File: src/rtl/mips_pkg.sv
// Shared MIPS front-end definitions: instruction width, R/I/J field
// bit positions and the {pc, instr} record carried by the fetch queue.
package mips_pkg;

  localparam int INSTR_W  = 32;

  localparam int OPCODE_HI = 31;
  localparam int OPCODE_LO = 26;
  localparam int RS_HI     = 25;
  localparam int RS_LO     = 21;
  localparam int RT_HI     = 20;
  localparam int RT_LO     = 16;
  localparam int RD_HI     = 15;
  localparam int RD_LO     = 11;
  localparam int SHAMT_HI  = 10;
  localparam int SHAMT_LO  = 6;
  localparam int FUNCT_HI  = 5;
  localparam int FUNCT_LO  = 0;
  localparam int IMM_HI    = 15;
  localparam int IMM_LO    = 0;
  localparam int JADDR_HI  = 25;
  localparam int JADDR_LO  = 0;

  typedef struct packed {
    logic [INSTR_W-1:0] pc;
    logic [INSTR_W-1:0] instr;
  } fetch_entry_t;

endpackage

File: src/rtl/mips_instr_fields.sv
// Purely combinational splitter of a MIPS instruction word into its
// opcode/register/shamt/funct/immediate/jump-target fields.
module mips_instr_fields
  import mips_pkg::*;
(
  input  logic [INSTR_W-1:0]           instr_i,
  output logic [OPCODE_HI-OPCODE_LO:0] opcode_o,
  output logic [RS_HI-RS_LO:0]         rs_o,
  output logic [RT_HI-RT_LO:0]         rt_o,
  output logic [RD_HI-RD_LO:0]         rd_o,
  output logic [SHAMT_HI-SHAMT_LO:0]   shamt_o,
  output logic [FUNCT_HI-FUNCT_LO:0]   funct_o,
  output logic [IMM_HI-IMM_LO:0]       imm_o,
  output logic [JADDR_HI-JADDR_LO:0]   jaddr_o
);

  assign opcode_o = instr_i[OPCODE_HI:OPCODE_LO];
  assign rs_o     = instr_i[RS_HI:RS_LO];
  assign rt_o     = instr_i[RT_HI:RT_LO];
  assign rd_o     = instr_i[RD_HI:RD_LO];
  assign shamt_o  = instr_i[SHAMT_HI:SHAMT_LO];
  assign funct_o  = instr_i[FUNCT_HI:FUNCT_LO];
  assign imm_o    = instr_i[IMM_HI:IMM_LO];
  assign jaddr_o  = instr_i[JADDR_HI:JADDR_LO];

endmodule

File: src/rtl/mips_fetch_queue.sv
// Fetch-to-decode instruction queue: circular buffer of DEPTH {pc, instr}
// entries, head presented to decode with fields pre-split, cleared by
// flush or by the synchronous active-low reset.
// Optional feature: define MIPS_FETCH_QUEUE_BYPASS_EN to let an offered
// instruction reach decode in the same cycle when the queue is empty.
module mips_fetch_queue
  import mips_pkg::*;
#(
  parameter int DEPTH = 4
) (
  input  logic                     clock,
  input  logic                     reset,
  input  logic                     fetch_valid,
  input  logic [INSTR_W-1:0]       fetch_pc,
  input  logic [INSTR_W-1:0]       fetch_instr,
  output logic                     fetch_ready,
  output logic                     dec_valid,
  input  logic                     dec_ready,
  output logic [INSTR_W-1:0]       dec_pc,
  output logic [INSTR_W-1:0]       dec_pc_plus4,
  output logic [INSTR_W-1:0]       dec_instr,
  output logic [5:0]               dec_opcode,
  output logic [4:0]               dec_rs,
  output logic [4:0]               dec_rt,
  output logic [4:0]               dec_rd,
  output logic [4:0]               dec_shamt,
  output logic [5:0]               dec_funct,
  output logic [15:0]              dec_imm,
  output logic [25:0]              dec_jaddr,
  input  logic                     flush,
  output logic [$clog2(DEPTH):0]   count
);

  localparam int PW = $clog2(DEPTH);
  localparam int CW = PW + 1;

  logic [PW-1:0] wr_ptr_q, wr_ptr_d;
  logic [PW-1:0] rd_ptr_q, rd_ptr_d;
  logic [CW-1:0] count_q, count_d;

  fetch_entry_t  mem_q [DEPTH];
  fetch_entry_t  head;

  logic q_valid;
  logic byp;
  logic push;
  logic pop;

  assign q_valid = (count_q != '0);

`ifdef MIPS_FETCH_QUEUE_BYPASS_EN
  // Empty queue with a consumer ready: hand the offer straight to decode.
  assign byp = !q_valid && fetch_valid && dec_ready && !flush;
`else
  assign byp = 1'b0;
`endif

  // fetch_ready deliberately ignores dec_ready: no decode-to-fetch path.
  assign fetch_ready = reset && (count_q != CW'(DEPTH));
  assign push        = fetch_valid && fetch_ready && !byp && !flush;
  assign pop         = q_valid && dec_ready;
  assign dec_valid   = q_valid || byp;
  assign count       = count_q;

  // Head selection: stored entry, bypassed offer, or all zeros when idle.
  always_comb begin
    head = '0;
    if (q_valid) begin
      head = mem_q[rd_ptr_q];
    end else if (byp) begin
      head.pc    = fetch_pc;
      head.instr = fetch_instr;
    end
  end

  assign dec_pc       = head.pc;
  assign dec_instr    = head.instr;
  assign dec_pc_plus4 = dec_valid ? (head.pc + 32'd4) : '0;

  mips_instr_fields u_fields (
    .instr_i  (head.instr),
    .opcode_o (dec_opcode),
    .rs_o     (dec_rs),
    .rt_o     (dec_rt),
    .rd_o     (dec_rd),
    .shamt_o  (dec_shamt),
    .funct_o  (dec_funct),
    .imm_o    (dec_imm),
    .jaddr_o  (dec_jaddr)
  );

  // Pointer/occupancy next state; reset and flush override push/pop.
  always_comb begin
    wr_ptr_d = wr_ptr_q;
    rd_ptr_d = rd_ptr_q;
    count_d  = count_q;
    if (!reset || flush) begin
      wr_ptr_d = '0;
      rd_ptr_d = '0;
      count_d  = '0;
    end else begin
      if (push) wr_ptr_d = wr_ptr_q + PW'(1);
      if (pop)  rd_ptr_d = rd_ptr_q + PW'(1);
      count_d = count_q + CW'(push) - CW'(pop);
    end
  end

  // Control state register.
  always_ff @(posedge clock) begin
    wr_ptr_q <= wr_ptr_d;
    rd_ptr_q <= rd_ptr_d;
    count_q  <= count_d;
  end

  // Entry storage: written on push only, never reset.
  always_ff @(posedge clock) begin
    if (push) begin
      mem_q[wr_ptr_q] <= '{pc: fetch_pc, instr: fetch_instr};
    end
  end

endmodule
File: config.mk
export PLATFORM = sky130hd
export DESIGN_NAME = mips_fetch_queue
export DESIGN_NICKNAME = d
export VERILOG_FILES = /design/src/rtl/mips_pkg.sv /design/src/rtl/mips_instr_fields.sv /design/src/rtl/mips_fetch_queue.sv
export SDC_FILE = /design/constraint.sdc
export NUM_CORES = 1
export LEC_CHECK = 0
export ABC_AREA = 1
export CORE_MARGIN = 2
export CORE_UTILIZATION = 33
export CTS_BUF_LIST = sky130_fd_sc_hd__clkbuf_8
export DETAILED_ROUTE_END_ITERATION = 12
export SYNTH_ARGS = -nofsm -noshare
export SYNTH_HDL_FRONTEND = slang
export SYNTH_SLANG_ARGS = --single-unit
File: constraint.sdc
create_clock -name clock -period 11.7 [get_ports clock]
set_input_delay 2.34 -clock clock [delete_from_list [all_inputs] [get_ports clock]]
set_output_delay 2.34 -clock clock [all_outputs]
set_load 0.05 [all_outputs]
==> out/qor.yml, run 1 <==
worst_setup_path:
  crit_chain: "inv_4, buf_4, nand2_1, nand3_1, nand3_1, nor2_1, nand2_1, nor2_2, nand2_1, nor2_1, nor2_1, nor2_1, clkdlybuf4s50_1"
  path_class: "reg2out"
  critPathMaxStageDelay_ns: 0.82
  cp_slowest_cell: "clkdlybuf4s50_1"
  setup.worst_path.start_class: "flop"
  critPathMostFrequentCell: "nor2_1"
  critPathCaptureType: "output pin"
  cp.arrival_ns: 4.62
  worstPathRequired_ns: 9.36
  path_max_fanout: 70
final_layout:
  syn_to_final_growth_pct: 25.4
  fillCellCount: 3556
  diodes: 0
  drive_gt1_frac: 0.0699
  final_net_count: 1483
  final_util: 0.422
synth:
  yosysTopAreaCell: "edfxtp_1"
  yosysTopAreaCellShare: 0.621
  synth_edf_count: 256
  synth_seq_cells: 265
  synthesis.nets: 1308
  syn_avg_cell_area_um2: 10.1
  async_reset_ff_frac: 0
  yosysMostFrequentCell: "nand2_1"
  synth_area_um2: 12400
  ys_warn_count: 0
  synth.distinct_cells: 28
  synth_flop_cell: "edfxtp_1"
  ys_seq_area_frac: 0.635
  synth_cells: 1231
  ys_top_cells_by_count: "nand2_1, edfxtp_1, nor2_1"
  yosys-top-cells-area: "edfxtp_1, nand2_1, nor2_1, buf_4, nand3_1"
sta:
  finalCritPeriodShare: 0.595
  setup_viol: 0
  fmax_ghz: 0.144
  finalHoldViolCount: 0
  period_needed_ns: 6.96
  slew_viol_final: 0
  worst_pin_slew_ns: 0.944
  skew_ns: 0.0279
  rsz0062_at_grt: "no"
  tns_ns: 0
  max_slew_margin: 0.369
job:
  cap_violations: 0
floorplanning:
  die_h_um: 198
  die_area_um2: 39100
  start_util: 0.337
  ios: 244
  fp.dieW_um: 198
  core_um2: 36800
  rows: 70
global_route:
  grt_overflow: 0
  first_global_vias: 8852
  antenna_found_initial: 5
  grt_max_degree: 71
  gr-max-usage-layer: "met2"
  met1_usage: 0.227
  grtUsageMet3: 0.0368
  grt_first_pass_wirelength_um: 49600
  grtUsageMet2: 0.264
  grt_use_total: 0.165
power:
  intPower_uw: 1560
  power_density_nw_per_um2: 137
  pwr-share-seq: 0.495
  p_comb_frac: 0.138
  swShare: 0.268
  switchingPower_uw: 571
  p_leak_uw: 0.00581
  peakVddDrop_mv: 0.113
  p_clk_frac: 0.368
  power_uw: 2130
clock_tree:
  clock_latency_ns: 0.56
  cts.sink_count: 265
  postCtsHoldBufs: 0
  clock_path_buffers: 3
  post_cts_resized: 0
  clkTransAtPathRegs_ns: 0.05
  cts_root_buf: "clkbuf_8"
  ctsHtreeMaxLevel: 2
  cts_tree: "built"
  cts_buffers: 46
  cts_setup_buffers: 0
status:
  outcome: "finished, final reports clean"
routing:
  antenna_left: 0
  vias: 8959
  drt_wl_total_um: 32500
  first_pass_iters: 7
  vias_per_cell: 4.69
  drc: 0
  wl_per_cell_um: 17.0
  initialDrtViolationCount: 464
placed_design:
  dp_hpwl_um: 21000
  port-buffer-count: 243
  place_congestion: 0.944
worst_hold_path:
  worstHoldPathType: "reg2reg"
## area by class of cell
type,instances,area [um^2],share of cell area
multi-input combinational,750,3350,0.216
clock buffer,47,647,0.0416
timing repair buffer,254,2510,0.162
inverter,89,337,0.0217
tap,468,586,0.0377
clock inverter,39,219,0.0141
sequential,265,7880,0.507
## flip-flops by register name (all words and copies together), names as in the netlist, named ones only
name      flops
count         3
mem_q       256
rd_ptr_q      2
wr_ptr_q      2
## final timing paths
| check | start | end | slack [ns] | cells after the start |
|---|---|---|---|---|
| max reg2reg | count[1] | mem_q[2][45] | 8.56 | 5 |
| max | flop | dec_pc_plus4[27] | 4.74 | 13 |
| min | rd_ptr_q[1] | flop | 0.45 | 2 |
| min reg2reg | rd_ptr_q[1] | flop | 0.45 | 2 |
## through the flow
step / std cells / cell area [um^2] / setup slack (ns) / hold WS (ns)
2_1_floorplan: 1231 / 12400 / 4.85 / 0.436
3_3_place_gp: 1826 / 14700 / 5.26 / 0.442
3_5_place_dp: 1826 / 14700 / 5.29 / 0.449
4_1_cts: 1912 / 15500 / 4.70 / 0.456
5_1_grt: 1912 / 15500 / 4.30 / 0.497
6_report: 1912 / 15500 / 4.74 / 0.455
## critical path, delay by kind of cell, from the launching register on
kind | cells | cell delay (ns)
AND/OR/NAND/NOR | 10 | 1.36
buffers and inverters | 3 | 2.07
flip-flops | 1 | 0.57
## routing by layer
layer | up-vias | routed length (um)
li1 | 4384 | -
met4 | 10 | 605
met2 | 337 | 14600
met5 | - | 69
met3 | 69 | 2260
met1 | 4159 | 14900
## logic make-up after synthesis
logic type,after synthesis,synth area share
buf+inv,216,0.0964
simple gates,610,0.203
flops,265,0.635
fa+ha+maj,8,0.00869
compound gates,121,0.0489
xor+xnor,11,0.00778
## power groups by stage
stage          sequential [uW]  clock [uW]  combinational [uW]
2_1_floorplan             1080           0                 198
3_3_place_gp              1070           0                 293
3_5_place_dp              1070           0                 295
4_1_cts                   1050         807                 296
5_1_grt                   1060         848                 311
6_report                  1050         784                 293
## layout by cell type, fill, tap and decap left out, drive strengths merged, types with 7 or more instances in the layout
cell             n
o21ai           76
inv            111
clkdlybuf4s50  243
a21oi           45
clkbuf          47
buf             11
dfxtp            9
nand4            7
nand3           97
nand2          271
nor2           229
clkinv          14
xor2             9
ha               7
edfxtp         256
(Power assumes the default switching activity.)
==> inputs of run 2 (changes only) <==
clock period = 6.05 ns   (was 11.7 ns; I/O delays follow)
==> out/qor.yml, run 2 (synthesis results as in run 1) <==
global_route:
  grt_first_pass_wirelength_um: 49100
  grt_overflow: 0
  antenna_found_initial: 5
  first_global_vias: 8853
  grt_max_degree: 90
  grt_use_total: 0.163
final_layout:
  final_net_count: 1484
  layout_commonest_cell: "nand2_1"
  mostFrequentLayoutCells: "nand2_1, edfxtp_1, clkdlybuf4s50_1"
  fillCellCount: 3555
  drive_gt1_frac: 0.0661
  top_register: "mem_q"
  diodes: 0
  syn_to_final_growth_pct: 24.8
  largest_reg_flops: 256
  final_design_area_no_fill_um2: 15500
  final_util: 0.420
status:
  outcome: "finished, final reports clean"
sta:
  rsz0062_at_grt: "no"
  max_slew_margin: 0.280
  finalHoldViolCount: 0
  tns_ns: 0
  period_needed_ns: 5.37
  skew_ns: 0.0278
  setup_viol: 0
  worst_pin_slew_ns: 1.08
  fmax_ghz: 0.186
  slew_viol_final: 0
  finalCritPeriodShare: 0.888
clock_tree:
  postCtsHoldBufs: 0
  post_cts_resized: 0
  ctsHtreeMaxLevel: 2
  cts_root_buf: "clkbuf_8"
  cts_tree: "built"
  cts.sink_count: 265
  cts_buffers: 44
  clock_latency_ns: 0.56
  clock_path_buffers: 3
  clkTransAtPathRegs_ns: 0.06
  cts_setup_buffers: 0
placed_design:
  place_area_um2: 14700
  place_congestion: 0.882
  dp_hpwl_um: 20800
  port-buffer-count: 243
worst_setup_path:
  path_class: "reg2out"
  crit_chain: "buf_4, nand2_1, nand3_1, nand2_1, nor2_1, ha_1, inv_1, nor2_1, nand3_1, nor2_1, nor2_1, nor2_1, clkdlybuf4s50_1"
  critPathMaxStageDelay_ns: 0.80
  critPathMostFrequentCell: "nor2_1"
  worstPathRequired_ns: 4.84
  path_max_fanout: 88
  cp.arrival_ns: 4.16
  crit_family: "buffers and inverters"
  critPathCaptureType: "output pin"
  crit_buf_inv: 3
  setup.worst_path.start_class: "flop"
  reg2reg_slack_ns: 3.34
  cp_slowest_cell: "clkdlybuf4s50_1"
worst_hold_path:
  worstHoldPathType: "reg2reg"
floorplanning:
  core_um2: 36800
  ios: 244
  start_util: 0.337
  die_area_um2: 39100
  fp.dieW_um: 198
  die_h_um: 198
  rows: 70
routing:
  drc: 0
  first_pass_iters: 5
  drt_wl_total_um: 32100
  vias_per_cell: 4.70
  initialDrtViolationCount: 525
  antenna_left: 0
  vias: 8958
  wl_per_cell_um: 16.8
power:
  power_density_nw_per_um2: 259
  peakVddDrop_mv: 0.173
  p_leak_uw: 0.00577
job:
  cap_violations: 0
run 2: cell count changes in the layout (fill, tap and decap cells not counted), sizes merged:
| cell | before | now |
|---|---|---|
| clkinv | 14 | 10 |
| buf | 11 | 14 |
| clkbuf | 47 | 44 |
| inv | 111 | 109 |
| bufinv | 2 | 1 |
| clkinvlp | 1 | 2 |
run 2: path summary, 6_finish.rpt:
kind | start | end | cells after the start
hold reg to reg | rd_ptr_q[0] | rd_ptr_q[0] | 1
setup / recovery | flop | dec_pc_plus4[30] | 13
setup reg to reg | count[1] | count[2] | 9
hold / removal | rd_ptr_q[0] | rd_ptr_q[0] | 1
run 2: stage by stage:
stage | power, uW | instances | hold slack (ns) | setup WS, ns
3_3_place_gp | 2650 | 1829 | 0.453 | 1.22
6_report | 4000 | 1906 | 0.477 | 0.677
2_1_floorplan | 2460 | 1231 | 0.436 | 0.327
3_5_place_dp | 2650 | 1829 | 0.473 | 1.13
4_1_cts | 4050 | 1906 | 0.486 | 0.559
5_1_grt | 4160 | 1906 | 0.513 | 0.247
run 2: area by class of cell:
type,instances,area (um^2),share of cell area
repair buffers,257,2540,0.164
inverters,89,337,0.0218
clock buffers,44,606,0.0392
multi-input cells,750,3350,0.217
well taps,468,586,0.0379
clock inverters,33,163,0.0105
flip-flops and latches,265,7880,0.509
run 2: per-layer routing:
metal  vias up  wire length (um)  global-route usage
li1       4385                 -                   -
met1      4178             14400               0.216
met2       325             14900               0.273
met3        60              2220              0.0376
met4        10               510              0.0376
met5         -                60                   0
run 2: worst register-to-register path, delay by kind of cell, from the launching register on:
kind / cells / cell delay (ns)
compound gates: 2 / 0.29
flops: 1 / 0.38
simple gates: 3 / 0.87
buf+inv: 1 / 0.04
fa+ha+maj: 3 / 1.06
run 2: power breakdown:
group | switching, uW | total (uW) | internal [uW]
clock network | 676 | 1390 | 718
logic | 396 | 572 | 176
registers | 4.83 | 2040 | 2030
total | 1080 | 4000 | 2930
